===== src/rtl/lbus_master_pkg.sv =====
// Shared types and constants for the byte-stream local-bus initiator.
package lbus_pkg;

  localparam int LBUS_ADDR_W = 24;
  localparam int LBUS_DATA_W = 8;

  // Command byte layout: read/write flag on top, burst length minus one below it.
  localparam int CMD_RW_BIT  = 7;
  localparam int CMD_LEN_MSB = 6;

  typedef enum logic [2:0] {
    ST_IDLE,
    ST_ADDR,
    ST_WDATA,
    ST_WR_STROBE,
    ST_RD_STROBE,
    ST_RD_SEND,
    ST_GAP
  } lbus_master_state_t;

endpackage


===== src/rtl/lbus_master_if.sv =====
// Byte source, byte sink and local register bus signals of the initiator.
interface lbus_master_if;
  import lbus_pkg::*;

  logic                   rx_valid;
  logic [7:0]             rx_data;
  logic                   rx_ready;
  logic                   tx_valid;
  logic [7:0]             tx_data;
  logic                   tx_ready;
  logic                   lbus_wr_en;
  logic                   lbus_rd_en;
  logic [LBUS_ADDR_W-1:0] lbus_address;
  logic [LBUS_DATA_W-1:0] lbus_wdata;
  logic [LBUS_DATA_W-1:0] lbus_rdata;

  modport master (
    input  rx_valid, rx_data, tx_ready, lbus_rdata,
    output rx_ready, tx_valid, tx_data,
    output lbus_wr_en, lbus_rd_en, lbus_address, lbus_wdata
  );

  modport slave (
    output rx_valid, rx_data, tx_ready, lbus_rdata,
    input  rx_ready, tx_valid, tx_data,
    input  lbus_wr_en, lbus_rd_en, lbus_address, lbus_wdata
  );

endinterface


===== src/rtl/lbus_master_strobe_timer.sv =====
// Down-counter shared by the strobe and gap states; flags the final cycle of a phase.
module lbus_strobe_timer #(
  parameter int WIDTH = 32
) (
  input  logic             clk,
  input  logic             rst_n,
  input  logic             load,
  input  logic [WIDTH-1:0] load_value,
  output logic             last
);

  logic [WIDTH-1:0] cnt;

  // Load with (phase length - 1) on entry, then count down and park at zero.
  always_ff @(posedge clk) begin
    if (!rst_n) begin
      cnt <= '0;
    end else if (load) begin
      cnt <= load_value;
    end else if (cnt != '0) begin
      cnt <= cnt - WIDTH'(1);
    end
  end

  assign last = (cnt == '0);

endmodule


===== src/rtl/lbus_master.sv =====
// Command-byte parser driving stretched, gapped rd/wr strobes on the local bus.
// Optional inter-byte timeout is compiled in with LBUS_MASTER_TIMEOUT_EN.
module lbus_master
  import lbus_pkg::*;
#(
  parameter int unsigned HOLD_CYCLES    = 4,
  parameter int unsigned GAP_CYCLES     = 3,
  parameter int unsigned TIMEOUT_CYCLES = 1_000_000
) (
  input  logic          clk,
  input  logic          rst_n,
  lbus_master_if.master bus,
  output logic          busy
);

  lbus_master_state_t state, next_state;

  logic        rw;
  logic [7:0]  count;
  logic [1:0]  byte_idx;
  logic        ready_en;
  logic        rx_fire;
  logic        tx_fire;
  logic        timer_load;
  logic [31:0] timer_value;
  logic        timer_last;
  logic        timeout_hit;

  // rx_ready stays low through reset and rises one cycle after release.
  assign bus.rx_ready = ready_en &&
                        (state == ST_IDLE || state == ST_ADDR || state == ST_WDATA);
  assign rx_fire        = bus.rx_valid && bus.rx_ready;
  assign tx_fire        = bus.tx_valid && bus.tx_ready;
  assign bus.tx_valid   = (state == ST_RD_SEND);
  assign bus.lbus_wr_en = (state == ST_WR_STROBE);
  assign bus.lbus_rd_en = (state == ST_RD_STROBE);
  assign busy           = (state != ST_IDLE);

  lbus_strobe_timer #(.WIDTH(32)) u_timer (
    .clk        (clk),
    .rst_n      (rst_n),
    .load       (timer_load),
    .load_value (timer_value),
    .last       (timer_last)
  );

`ifdef LBUS_MASTER_TIMEOUT_EN
  logic [31:0] idle_cnt;

  // Count silent cycles while a frame is waiting for bytes; any accepted byte restarts it.
  always_ff @(posedge clk) begin
    if (!rst_n) begin
      idle_cnt <= '0;
    end else if ((state != ST_ADDR && state != ST_WDATA) || rx_fire) begin
      idle_cnt <= '0;
    end else begin
      idle_cnt <= idle_cnt + 32'd1;
    end
  end

  assign timeout_hit = (idle_cnt == 32'(TIMEOUT_CYCLES));
`else
  assign timeout_hit = 1'b0;
`endif

  // Holds ready low until the first edge after reset is released.
  always_ff @(posedge clk) begin
    if (!rst_n) ready_en <= 1'b0;
    else        ready_en <= 1'b1;
  end

  // State register.
  always_ff @(posedge clk) begin
    if (!rst_n) state <= ST_IDLE;
    else        state <= next_state;
  end

  // Next-state decode; the timer is loaded on every entry into a strobe or gap phase.
  always_comb begin
    next_state  = state;
    timer_load  = 1'b0;
    timer_value = 32'(HOLD_CYCLES - 1);
    case (state)
      ST_IDLE: begin
        if (rx_fire) next_state = ST_ADDR;
      end
      ST_ADDR: begin
        if (rx_fire) begin
          if (byte_idx == 2'd2) begin
            if (rw) begin
              next_state = ST_RD_STROBE;
              timer_load = 1'b1;
            end else begin
              next_state = ST_WDATA;
            end
          end
        end else if (timeout_hit) begin
          next_state = ST_IDLE;
        end
      end
      ST_WDATA: begin
        if (rx_fire) begin
          next_state = ST_WR_STROBE;
          timer_load = 1'b1;
        end else if (timeout_hit) begin
          next_state = ST_IDLE;
        end
      end
      ST_WR_STROBE, ST_RD_STROBE: begin
        if (timer_last) begin
          next_state  = (state == ST_RD_STROBE) ? ST_RD_SEND : ST_GAP;
          timer_load  = (state == ST_WR_STROBE);
          timer_value = 32'(GAP_CYCLES - 1);
        end
      end
      ST_RD_SEND: begin
        if (tx_fire) begin
          next_state  = ST_GAP;
          timer_load  = 1'b1;
          timer_value = 32'(GAP_CYCLES - 1);
        end
      end
      ST_GAP: begin
        if (timer_last) begin
          if (count == 8'd1) begin
            next_state = ST_IDLE;
          end else if (rw) begin
            next_state = ST_RD_STROBE;
            timer_load = 1'b1;
          end else begin
            next_state = ST_WDATA;
          end
        end
      end
      default: next_state = ST_IDLE;
    endcase
  end

  // Frame datapath: command fields, address shift/increment, write data and read capture.
  always_ff @(posedge clk) begin
    if (!rst_n) begin
      rw               <= 1'b0;
      count            <= '0;
      byte_idx         <= '0;
      bus.lbus_address <= '0;
      bus.lbus_wdata   <= '0;
      bus.tx_data      <= '0;
    end else begin
      case (state)
        ST_IDLE: begin
          if (rx_fire) begin
            rw       <= bus.rx_data[CMD_RW_BIT];
            count    <= {1'b0, bus.rx_data[CMD_LEN_MSB:0]} + 8'd1;
            byte_idx <= '0;
          end
        end
        ST_ADDR: begin
          if (rx_fire) begin
            bus.lbus_address <= {bus.lbus_address[LBUS_ADDR_W-LBUS_DATA_W-1:0], bus.rx_data};
            byte_idx         <= byte_idx + 2'd1;
          end
        end
        ST_WDATA: begin
          if (rx_fire) bus.lbus_wdata <= bus.rx_data;
        end
        ST_RD_STROBE: begin
          if (timer_last) bus.tx_data <= bus.lbus_rdata;
        end
        ST_GAP: begin
          if (timer_last) begin
            count <= count - 8'd1;
            if (count != 8'd1) bus.lbus_address <= bus.lbus_address + LBUS_ADDR_W'(1);
          end
        end
        default: ;
      endcase
    end
  end

endmodule


===== src/flat_wrapper.sv =====
// flat-port wrapper written by rule: the top's interface ports become plain ports
module lbus_master_flat import lbus_pkg::*;
#(
  parameter int unsigned HOLD_CYCLES    = 4,
  parameter int unsigned GAP_CYCLES     = 3,
  parameter int unsigned TIMEOUT_CYCLES = 1_000_000
)
  (clk, rst_n, busy, bus_rx_valid, bus_rx_data, bus_tx_ready, bus_lbus_rdata, bus_rx_ready, bus_tx_valid, bus_tx_data, bus_lbus_wr_en, bus_lbus_rd_en, bus_lbus_address, bus_lbus_wdata);
  lbus_master_if bus_i ();
  input  logic clk;
  input  logic rst_n;
  output logic busy;
  input wire logic [$bits(bus_i.rx_valid)-1:0] bus_rx_valid;
  input wire logic [$bits(bus_i.rx_data)-1:0] bus_rx_data;
  input wire logic [$bits(bus_i.tx_ready)-1:0] bus_tx_ready;
  input wire logic [$bits(bus_i.lbus_rdata)-1:0] bus_lbus_rdata;
  output wire logic [$bits(bus_i.rx_ready)-1:0] bus_rx_ready;
  output wire logic [$bits(bus_i.tx_valid)-1:0] bus_tx_valid;
  output wire logic [$bits(bus_i.tx_data)-1:0] bus_tx_data;
  output wire logic [$bits(bus_i.lbus_wr_en)-1:0] bus_lbus_wr_en;
  output wire logic [$bits(bus_i.lbus_rd_en)-1:0] bus_lbus_rd_en;
  output wire logic [$bits(bus_i.lbus_address)-1:0] bus_lbus_address;
  output wire logic [$bits(bus_i.lbus_wdata)-1:0] bus_lbus_wdata;
  assign bus_i.rx_valid = bus_rx_valid;
  assign bus_i.rx_data = bus_rx_data;
  assign bus_i.tx_ready = bus_tx_ready;
  assign bus_i.lbus_rdata = bus_lbus_rdata;
  assign bus_rx_ready = bus_i.rx_ready;
  assign bus_tx_valid = bus_i.tx_valid;
  assign bus_tx_data = bus_i.tx_data;
  assign bus_lbus_wr_en = bus_i.lbus_wr_en;
  assign bus_lbus_rd_en = bus_i.lbus_rd_en;
  assign bus_lbus_address = bus_i.lbus_address;
  assign bus_lbus_wdata = bus_i.lbus_wdata;
  lbus_master #(.HOLD_CYCLES(HOLD_CYCLES), .GAP_CYCLES(GAP_CYCLES), .TIMEOUT_CYCLES(TIMEOUT_CYCLES)) u_core (.clk(clk), .rst_n(rst_n), .bus(bus_i), .busy(busy));
endmodule

===== config.mk =====
export PLATFORM = sky130hd
export DESIGN_NAME = lbus_master_flat
export DESIGN_NICKNAME = d
export VERILOG_FILES = /design/src/rtl/lbus_master_pkg.sv /design/src/rtl/lbus_master_if.sv /design/src/rtl/lbus_master_strobe_timer.sv /design/src/rtl/lbus_master.sv /design/src/flat_wrapper.sv
export SDC_FILE = /design/constraint.sdc
export NUM_CORES = 1
export LEC_CHECK = 0
export ABC_AREA = 1
export CAP_MARGIN = 20
export CORE_UTILIZATION = 63
export CTS_BUF_LIST = sky130_fd_sc_hd__clkbuf_4
export DETAILED_ROUTE_END_ITERATION = 10
export PLACE_DENSITY_LB_ADDON = 0.2
export RECOVER_POWER = 25
export SLEW_MARGIN = 25
export SYNTH_ARGS = -nofsm -noshare
export SYNTH_HDL_FRONTEND = slang
export SYNTH_SLANG_ARGS = --single-unit

===== constraint.sdc =====
create_clock -name clk -period 5.1 [get_ports clk]
set_input_delay 0.765 -clock clk [delete_from_list [all_inputs] [get_ports clk]]
set_output_delay 0.765 -clock clk [all_outputs]
set_load 0.05 [all_outputs]

**Word-level counts from Yosys, hierarchy flattened**

Index checks and enable logic that the tools add are counted.
W data, S select, Z words.

- Flip-flop bits (word level): 87
- Bits in latches: 0
- Memory bits (writable): 0
- Memory bits (read-only): 0
- Input bits: 20
- Output and inout port bits: 45
- Logic and storage cells: 88
- Memories kept: 0

- Add/subtract/negate cells: 5
- Multipliers: 0
- Divide/modulo/power cells: 0
- Order comparisons: 0
- Equal/unequal tests: 17
- Shifts and indexed selects: 0
- Muxes and demuxes: 36
- Bitwise gates (word level): 0
- Reductions and logical operators: 21

Operators with widths:

| kind | number |
|---|---|
| $mux W24 | 3 |
| $mux W32 | 2 |
| $pmux W32 S2 | 1 |
| $pmux W24 S2 | 1 |
| $logic_not A32 Y1 | 1 |
| $reduce_bool A32 Y1 | 1 |
| $sub A32 B1 Y32 const B | 1 |
| $mux W3 | 9 |
| $add A24 B1 Y24 const B | 1 |
| $pmux W3 S6 | 1 |
| $mux W8 | 2 |
| $pmux W8 S2 | 1 |
| $ne A2 B1 Y1 const B | 6 |
| $mux W1 | 11 |
| $eq A3 B3 Y1 const B | 3 |
| $add A7 B1 Y8 const B | 1 |
| $eq A8 B1 Y1 const B | 1 |
| $ne A8 B1 Y1 const B | 1 |
| $reduce_bool A2 Y1 | 4 |
| $sub A8 B1 Y8 const B | 1 |
| $reduce_and A7 Y1 | 1 |
| $eq A3 B2 Y1 const B | 2 |
| $mux W2 | 3 |
| $reduce_and A2 Y1 | 3 |
| other kinds (13) | 18 |

**Depth between registers and ports, before layout**

Gate-level depths: netlist (run 1).

- Word-level depth: 8
- Depth in mapped cells: 13
- Mapped depth without buffers: 12

**Hierarchy**

From an unflattened synthesis (run 1), not the netlist that was laid out.

- Cells, all modules: 938
- Area, all modules: 5676.7 sq um

By module, submodules not included:

| module | instances | cells an instance | area an instance (sq um) | seq. area each (sq um) |
|---|---|---|---|---|
| lbus_master | 1 | 574 | 3488.3 | 1101.1 |
| lbus_strobe_timer | 1 | 364 | 2188.3 | 640.6 |

**Worst setup path before layout (run 1)**

No wires, ideal clock.

- Path type: reg-to-reg
- Start: register u_core.bus.lbus_address[0]
- End: register u_core.bus.lbus_address[18]
- Library setup time: 0.139 ns
- Arrival time: 1.859 ns
- Data required time: 4.961 ns
- Setup slack: 3.102 ns
- Cell stages (with the launch flop): 10
- Buffers on the path: 0
- Period minus slack after synthesis: 1.998 ns
- Cells stage by stage: dfxtp_1 > ha_1 > nand3_1 > nor2_1 > and2_0 > nand4_1 > nand3_1 > nand2_1 > nand2_1 > a21oi_2

- Cells in the longest elaborated chain, start to end: 4

Ends and longest elaborated chain:

| element | line | text |
|---|---|---|
| from (decl) | lbus_master_if.sv:20 | `output lbus_wr_en, lbus_rd_en, lbus_address, lbus_wdata` |
| from (signal assigned) | lbus_master.sv:159 | `bus.lbus_address <= {bus.lbus_address[LBUS_ADDR_W-LBUS_DATA_W-1:0], bus.rx_data};` |
| from (signal assigned) | lbus_master.sv:172 | `if (count != 8'd1) bus.lbus_address <= bus.lbus_address + LBUS_ADDR_W'(1);` |
| $add A24 B1 Y24 | lbus_master.sv:172 |  |
| $mux W24 | lbus_master.sv:172 |  |
| $mux W24 | lbus_master.sv:170 | `if (timer_last) begin` |
| $pmux W24 S2 | lbus_master.sv:149 | `case (state)` |

No other way between the ends. The select of a mux whose other input is x is not followed.
A chain may end at the register's enable or synchronous reset.

**Final worst setup path (run 1)**

- Start: input port rst_n
- End: register u_core.u_timer.cnt[0]

RTL lines:

| element | line | text |
|---|---|---|
| from (decl) | flat_wrapper.sv:11 | `input logic rst_n;` |
| to (signal assigned) | lbus_master_strobe_timer.sv:19 | `cnt <= load_value;` |
| to (signal assigned) | lbus_master_strobe_timer.sv:21 | `cnt <= cnt - WIDTH'(1);` |
| to (decl) | lbus_master_strobe_timer.sv:12 | `logic [WIDTH-1:0] cnt;` |

No word-level cell between the ends.

==> Implementation_results.wiki, run 1 <==
{| class="wikitable"
! Metric !! Value
|-
| Effective utilization at floorplan || 0.656
|-
| Number of H-tree levels || 3
|-
| Family of cells with the greatest summed delay on the critical path || buffers and inverters
|-
| Most used cell, CP || sky130_fd_sc_hd__clkbuf_1
|-
| Number of violations of the max-capacitance limit || 2
|-
| Post-synth top area cell || sky130_fd_sc_hd__dfxtp_1
|-
| IO buf count || 64
|-
| Arrival time of the worst setup path || between 4 and 5 ns
|-
| Critical path start-end classification || input pin to flop
|-
| Worst Skew || about 0.028 ns
|-
| Final hold violation count || 0
|-
| Via count || between 5000 and 6000
|-
| Accumulated negative setup slack || 0 ns
|-
| Die Width || roughly 95 µm
|-
| Mapped Avg Cell Area || between 6 and 7 µm²
|-
| Start point of the worst min-delay path || u_core.bus.lbus_wdata[7]
|-
| Critical Path End Type || flop
|-
| Share of flip-flops with an asynchronous set or reset || 0
|-
| Fin crit share || 0.728
|-
| First-pass GRT wire length || 23000 µm
|-
| Seq cells post-synth || between 80 and 90
|-
| Syn. warnings || 0
|-
| Critical Path Start || rst_n
|-
| Height of the die || 95.0 µm
|-
| TritonCTS sink count || 87
|-
| Status || finished with violations
|-
| Post-synthesis cell count || 869
|-
| Cell area after synthesis || between 0.005 and 0.006 mm²
|-
| Filler cell count || 696
|-
| M3 GR Usage || 0.0515
|-
| Net Count, Synth || around 900
|-
| Final Max Slew Viols || 74
|-
| Total leakage power || between 2 and 3 nW
|-
| WP buf/inv || 4
|-
| Clock latency at the later pin of the worst-skew pair || roughly 0.45 ns
|-
| CTS buffer count || 9
|-
| Most common cell after layout, fill and taps aside || sky130_fd_sc_hd__nand2_1
|-
| Top library cells by usage in the layout, fill and taps aside || sky130_fd_sc_hd__nand2_1, sky130_fd_sc_hd__nor2_1, sky130_fd_sc_hd__dfxtp_1
|-
| Power density of the placed cells || about 670 mW/mm²
|-
| Max IR drop VDD || ~0.53 mV
|-
| GR Layer Usage met2 || 0.544
|-
| Via count of the first global-routing pass || between 5000 and 6000
|-
| Maximum buffer depth of the clock tree || 2
|-
| Post-layout net count || approximately 950
|-
| Area enclosed by the die boundary || 0.00902 mm²
|-
| Fraction of layout instances using a drive strength above 1 || 0.0780
|-
| Final instance area || 0.00620 mm²
|-
| Synth top area cells || sky130_fd_sc_hd__dfxtp_1, sky130_fd_sc_hd__nand2_1, sky130_fd_sc_hd__nor2_1
|-
| Met1 track demand over resource in global routing || 0.398
|-
| Min-delay worst type || flop to flop
|-
| Internal portion of total power || about 1.9 mW
|-
| Via-per-instance ratio || roughly 5.6
|-
| RSZ-0062 raised after global routing || false
|-
| Combined global-route utilization of all metal layers || 0.320
|-
| Violated checks || max-capacitance violations, max-slew violations
|-
| Routability-driven placement congestion ratio || between 0.9 and 1
|-
| Switching share of power || 0.550
|-
| CP Cell Sequence || dlygate4sd3_1, clkbuf_1, inv_1, clkbuf_1, a21oi_1
|-
| Peak-usage layer in the global routing report || met2
|-
| Worst slew pin tran || approximately 1.8 ns
|-
| Global route overflow || 0
|-
| Final setup margin || 1.39 ns
|-
| Clk pin slew, worst setup/hold paths || around 0.14 ns
|-
| Area grow syn2layout || 14.0%
|-
| Final antenna diode count || 0
|-
| Worst relative slew slack || -0.178
|-
| Clock network fraction of total power || 0.086
|-
| Number of placed I/O pins || 65
|-
| Placed standard-cell area || about 0.0061 mm²
|-
| Number of different library cells in the post-synthesis netlist || 35
|-
| R2R Path Start || u_core.state[2]
|-
| Remaining antenna violation count || 0
|-
| Final setup violation count || 0
|-
| Post-synthesis sequential area ratio || 0.320
|-
| Detailed-route DRC error count || 0
|-
| Commonest register cell after synthesis || sky130_fd_sc_hd__dfxtp_1
|-
| Buffer type at the clock tree root || sky130_fd_sc_hd__clkbuf_4
|-
| Final Critical Period || around 3.7 ns
|-
| Core Box Area || ~0.0083 mm²
|-
| Setup bufs post-CTS || 0
|-
| Total power || between 4 and 5 mW
|-
| Pre-CTS setup slack || 2.28 ns
|-
| Iteration-0 DRC count of the detailed router || approximately 420
|-
| Row count || 33
|-
| Resized cells post-CTS || 0
|-
| Worst stage delay on the critical path || between 1 and 1.5 ns
|-
| Highest-delay cell along the critical path || sky130_fd_sc_hd__clkbuf_1
|-
| Maximum clock frequency || roughly 0.27 GHz
|-
| Post-CTS Hold Buffers || 0
|-
| Number of iterations in the first detailed-routing pass || 7
|-
| Number of enable-type register cells in the synthesized netlist || 0
|-
| Routed len/inst || ~14 µm
|-
| Peak fanout along the critical path || 37
|-
| Register share of total power || 0.275
|-
| Req. time, crit path || 5.45 ns
|-
| DPL Wire Length || 10100 µm
|-
| Post-route non-filler standard cell count || ~1000
|-
| Placed cell count || roughly 1000
|-
| CP startpoint kind || input pin
|-
| Maximum number of pins on one net before global-route repair || 45
|-
| Area share of the largest cell type after synthesis || 0.320
|-
| Logic gate share of total power || 0.639
|-
| Switching pwr || between 2 and 2.5 mW
|-
| Initial antenna violation count || 0
|-
| CTS tree || built
|-
| Sum of routed wire length over all layers || approximately 14000 µm
|}
==> through the flow <==
stage | hold WS, ns | utilization
2_1_floorplan | 0.439 | -
6_report | 0.465 | 0.747
5_1_grt | 0.500 | 0.747
3_3_place_gp | 0.436 | 0.735
3_5_place_dp | 0.443 | 0.735
4_1_cts | 0.463 | 0.748
==> power by group through the flow <==
stage | logic, mW | registers [mW] | clock network [mW]
after floorplan | 1.95 | 1.25 | 0
after global placement | 2.52 | 1.14 | 0
after detailed placement | 2.61 | 1.15 | 0
after CTS | 2.63 | 1.13 | 0.359
after global routing | 2.94 | 1.17 | 0.386
final | 2.66 | 1.14 | 0.358
==> Yosys cell counts (2+ instances only) <==
master                     instances
sky130_fd_sc_hd__nand3b_1          8
sky130_fd_sc_hd__nand2_1         202
sky130_fd_sc_hd__o21ai_1           7
sky130_fd_sc_hd__buf_2             9
sky130_fd_sc_hd__nand2_2          12
sky130_fd_sc_hd__nand4_1          27
sky130_fd_sc_hd__nor2_2           13
sky130_fd_sc_hd__nand3_1          63
sky130_fd_sc_hd__inv_1            75
sky130_fd_sc_hd__ha_1              7
sky130_fd_sc_hd__nor2_4            4
sky130_fd_sc_hd__a21oi_1          28
sky130_fd_sc_hd__a21oi_2          10
sky130_fd_sc_hd__o21ai_0          50
sky130_fd_sc_hd__or2_2             7
sky130_fd_sc_hd__buf_6             2
sky130_fd_sc_hd__nor2_1          174
sky130_fd_sc_hd__xnor2_1           3
sky130_fd_sc_hd__inv_2             6
sky130_fd_sc_hd__xor2_1           22
sky130_fd_sc_hd__clkbuf_1         15
sky130_fd_sc_hd__dfxtp_1          87
sky130_fd_sc_hd__and2_1            3
sky130_fd_sc_hd__nor3_1           19
sky130_fd_sc_hd__o21bai_1          6
==> kinds of logic after synthesis <==
logic type,Yosys count,synth area share
simple gates,537,0.435
buf+inv,109,0.0807
compound gates,104,0.108
flops,87,0.320
xor+xnor,25,0.0402
fa+ha+maj,7,0.0161
==> routing by layer <==
| layer | wire length (µm) | vias up |
|---|---|---|
| met5 | 0 | - |
| met4 | 327 | 0 |
| met3 | 1050 | 34 |
| met2 | 6740 | 265 |
| met1 | 5880 | 2610 |
| li1 | - | 2889 |
==> worst register-to-register path: cells and delay by family (launching register included) <==
family / cells / cell delay [ns]
AND/OR/NAND/NOR: 5 / 1.48
buffers and inverters: 2 / 0.57
flip-flops: 1 / 0.51
AO/OA/AOI/OAI: 1 / 0.19
==> worst paths after layout <==
kind / end / slack (ns) / cells after the start
max: u_core.u_timer.cnt[0] / 1.39 / 5
min: u_core.bus.lbus_wdata[7] / 0.46 / 2
max reg2reg: u_core.bus.lbus_address[0] / 2.30 / 8
min reg2reg: u_core.bus.lbus_wdata[7] / 0.46 / 2
==> registers in the layout, summed over array words and instances, names as in the netlist <==
name	cells
u_core.bus.lbus_address	24
u_core.bus.lbus_wdata	8
u_core.bus.tx_data	8
u_core.byte_idx	2
u_core.count	8
u_core.ready_en	1
u_core.rw	1
u_core.state	3
u_core.u_timer.cnt	32
==> cell type report <==
cell class	instances	area, µm²	area share
Multi-Input combinational cell	673	3260	0.526
Sequential cell	87	1740	0.281
Timing Repair Buffer	66	648	0.104
Inverter	81	304	0.0490
Tap cell	105	131	0.0212
Clock buffer	9	67.6	0.0109
Clock inverter	7	47.5	0.00766
Power figures use the tool's default switching activity.
==> inputs of run 2 (changes only) <==
Settings changed: CORE_UTILIZATION 63 to 58.
Clock period 5.1 ns to 3.5 ns, I/O delays scaled along.
==> Implementation_results.wiki, run 2 (synthesized netlist as in run 1, its figures left out) <==
{| class="wikitable"
! Metric !! Value
|-
| DPL Wire Length || 10100 µm (-0.22%)
|-
| Routability-driven placement congestion ratio || 0.939 (-3.7%)
|-
| Logic gate share of total power || 0.634 (-0.005)
|-
| Detailed-route DRC error count || 0 (unchanged)
|-
| Worst relative slew slack || 0.0430 (+0.221)
|-
| Clk pin slew, worst setup/hold paths || 0.14 ns (about the same)
|-
| Internal portion of total power || 2.73 mW (+46%)
|-
| Maximum clock frequency || approximately 0.35 GHz
|-
| Largest registers in the final layout || u_core.u_timer.cnt: 32 flops, u_core.bus.lbus_address: 24 flops
|-
| Resized cells post-CTS || 0 (unchanged)
|-
| Worst reg2reg setup slack || 1.05 ns (-1.25 ns)
|-
| Final Max Slew Viols || 0 (-100%)
|-
| Via-per-instance ratio || 5.58 (-1.0%)
|-
| Max IR drop VDD || 0.637 mV (+20%)
|-
| Worst Skew || 0.0237 ns (-0.00382 ns)
|-
| TritonCTS sink count || 87 (unchanged)
|-
| Most common cell after layout, fill and taps aside || sky130_fd_sc_hd__nand2_1
|-
| Setup bufs post-CTS || 0 (unchanged)
|-
| Final setup violation count || 0 (unchanged)
|-
| Routed len/inst || 13.5 µm (-0.91%)
|-
| RSZ-0062 raised after global routing || false
|-
| CP startpoint kind || flop
|-
| CP Cell Sequence || nand3_1, inv_1, clkdlybuf4s50_1
|-
| Number of H-tree levels || 3 (unchanged)
|-
| First-pass GRT wire length || 23800 µm (+3.7%)
|-
| Family of cells with the greatest summed delay on the critical path || buffers and inverters
|-
| Fraction of layout instances using a drive strength above 1 || 0.0790 (+0.000998)
|-
| Max FFs per register || 32 (unchanged)
|-
| Number of violations of the max-capacitance limit || 0 (-2)
|-
| Effective utilization at floorplan || 0.612 (-0.0437)
|-
| Arrival time of the worst setup path || 2.30 ns (-1.76 ns)
|-
| Placed cell count || 1016 (+0.40%)
|-
| Register ranked first by flip-flop count || u_core.u_timer.cnt
|-
| Switching pwr || 3.31 mW (+45%)
|-
| Power density of the placed cells || 971 mW/mm² (+45%)
|-
| Top library cells by usage in the layout, fill and taps aside || sky130_fd_sc_hd__nand2_1, sky130_fd_sc_hd__nor2_1, sky130_fd_sc_hd__dfxtp_1
|-
| R2R Path Start || u_core.state[2]
|-
| Reg-to-reg endpoint || u_core.bus.lbus_address[21]
|-
| Combined global-route utilization of all metal layers || 0.296 (-0.0241)
|-
| Maximum number of pins on one net before global-route repair || 43 (-4.4%)
|-
| Fin crit share || 0.806
|-
| Global route overflow || 0 (unchanged)
|-
| Via count || 5761 (-0.64%)
|-
| Remaining antenna violation count || 0 (unchanged)
|-
| Sum of routed wire length over all layers || 13900 µm (-0.52%)
|-
| Core Box Area || 0.00889 mm² (+7.1%)
|-
| Area grow syn2layout || 14.3%
|-
| Number of iterations in the first detailed-routing pass || 7 (unchanged)
|-
| Height of the die || 98.9 µm (+4.1%)
|-
| Clock network fraction of total power || 0.090 (+0.004)
|-
| Row count || 34 (+3.0%)
|-
| Highest-delay cell along the critical path || sky130_fd_sc_hd__clkdlybuf4s50_1
|-
| Iteration-0 DRC count of the detailed router || 250 (-40%)
|-
| Status || finished, final reports clean
|-
| Accumulated negative setup slack || 0 ns (unchanged)
|-
| Worst slew pin tran || 1.44 ns (-0.331 ns)
|-
| Post-layout net count || 946 (+0.11%)
|-
| Die Width || 98.9 µm (+4.1%)
|-
| Final antenna diode count || 0 (unchanged)
|-
| Switching share of power || 0.547 (-0.00230)
|-
| Area enclosed by the die boundary || 0.00978 mm² (+8.4%)
|-
| Post-CTS Hold Buffers || 0 (unchanged)
|-
| Maximum buffer depth of the clock tree || 2 (unchanged)
|-
| Buffer type at the clock tree root || sky130_fd_sc_hd__clkbuf_4
|-
| Number of placed I/O pins || 65 (unchanged)
|-
| Filler cell count || 795 (+14%)
|-
| Min-delay worst type || flop to flop
|-
| Logic depth of the worst register-to-register path || 9 (+1)
|-
| Initial antenna violation count || 0 (unchanged)
|-
| Post-route non-filler standard cell count || 1032 (+0.39%)
|-
| Clock latency at the later pin of the worst-skew pair || 0.47 ns (+0.02 ns)
|-
| CTS tree || built
|-
| Area of all sequential standard cells || 0.00174 mm² (unchanged)
|-
| Via count of the first global-routing pass || 5436 (+4.4%)
|-
| Final hold violation count || 0 (unchanged)
|-
| Critical Path End Type || output port
|-
| Critical path start-end classification || flop to output port
|-
| Multi-input combinational cell area || 0.00326 mm² (unchanged)
|-
| Hold Path End || u_core.bus.lbus_wdata[7]
|-
| Register share of total power || 0.276 (about the same)
|-
| Req. time, crit path || 2.97 ns (-2.48 ns)
|-
| Final Critical Period || 2.82 ns
|-
| Peak fanout along the critical path || 11 (-70%)
|-
| WP buf/inv || 2 (-2)
|-
| CTS buffer count || 9 (unchanged)
|-
| Worst stage delay on the critical path || 0.81 ns (-0.29 ns)
|-
| Total leakage power || 2.75 nW (+1.4%)
|-
| Start point of the worst min-delay path || u_core.bus.lbus_wdata[7]
|-
| Number of cells on the worst hold path || 2 (unchanged)
|-
| IO buf count || 64 (unchanged)
|}
==> run 2: cell count changes in the layout (fill, tap and decap cells not counted) <==
cell                              change
sky130_fd_sc_hd__dlygate4sd3_1        +8
sky130_fd_sc_hd__clkinv_2             -2
sky130_fd_sc_hd__buf_4                +1
sky130_fd_sc_hd__clkdlybuf4s50_1      -8
sky130_fd_sc_hd__clkinv_4             +2
sky130_fd_sc_hd__clkinvlp_4           -1
sky130_fd_sc_hd__inv_6                +1
==> run 2: worst max-delay path by stage <==
stage                          startpoint  depth (start not counted)                           to  slack [ns]
2_1_floorplan  u_core.bus.lbus_address[0]                          9  u_core.bus.lbus_address[18]        1.50
3_3_place_gp                 bus_rx_valid                          8        u_core.u_timer.cnt[9]        1.02
3_5_place_dp                 bus_rx_valid                          8        u_core.u_timer.cnt[9]        0.96
4_1_cts                   u_core.state[2]                          3               bus_lbus_rd_en        0.66
5_1_grt                   u_core.state[2]                          3               bus_lbus_rd_en        0.51
6_report                  u_core.state[2]                          3               bus_lbus_rd_en        0.68
==> run 2: metal layers <==
metal | vias up | share of wire | track usage
li1 | 2889 | - | -
met1 | 2611 | 0.42 | 0.352
met2 | 230 | 0.48 | 0.522
met3 | 31 | 0.070 | 0.0603
met4 | 0 | 0.021 | 0.117
met5 | - | 0 | 0
==> run 2: area by class of cell <==
class                   count  share of cell area
clock buffers               9              0.0109
well taps                 108              0.0217
inverters                  81              0.0489
clock inverters             7             0.00905
flip-flops and latches     87               0.280
multi-input cells         673               0.524
repair buffers             67               0.105
==> run 2: metrics by stage <==
| step | util | instance area, µm² | setup slack (ns) | total power [mW] | hold slack [ns] |
|---|---|---|---|---|---|
| 5_1_grt | 0.700 | 6220 | 0.510 | 6.58 | 0.481 |
| 6_report | 0.700 | 6220 | 0.679 | 6.04 | 0.457 |
| 2_1_floorplan | - | 5440 | 1.50 | 4.65 | 0.439 |
| 4_1_cts | 0.701 | 6230 | 0.663 | 6.00 | 0.462 |
| 3_5_place_dp | 0.687 | 6110 | 0.959 | 5.44 | 0.441 |
| 3_3_place_gp | 0.687 | 6110 | 1.02 | 5.37 | 0.436 |
==> run 2: power groups by stage <==
stage          Sequential, mW  Combinational, mW  Clock (mW)
4_1_cts                  1.65               3.80       0.557
3_5_place_dp             1.67               3.77           0
6_report                 1.67               3.83       0.544
5_1_grt                  1.71               4.28       0.593
3_3_place_gp             1.67               3.70           0
2_1_floorplan            1.82               2.84           0
==> run 2: tightest hold or removal path, delay by kind of cell (launching register included) <==
kind                   cells  cell delay [ns]
AO/OA/AOI/OAI              1             0.05
flip-flops                 1             0.33
buffers and inverters      1             0.04
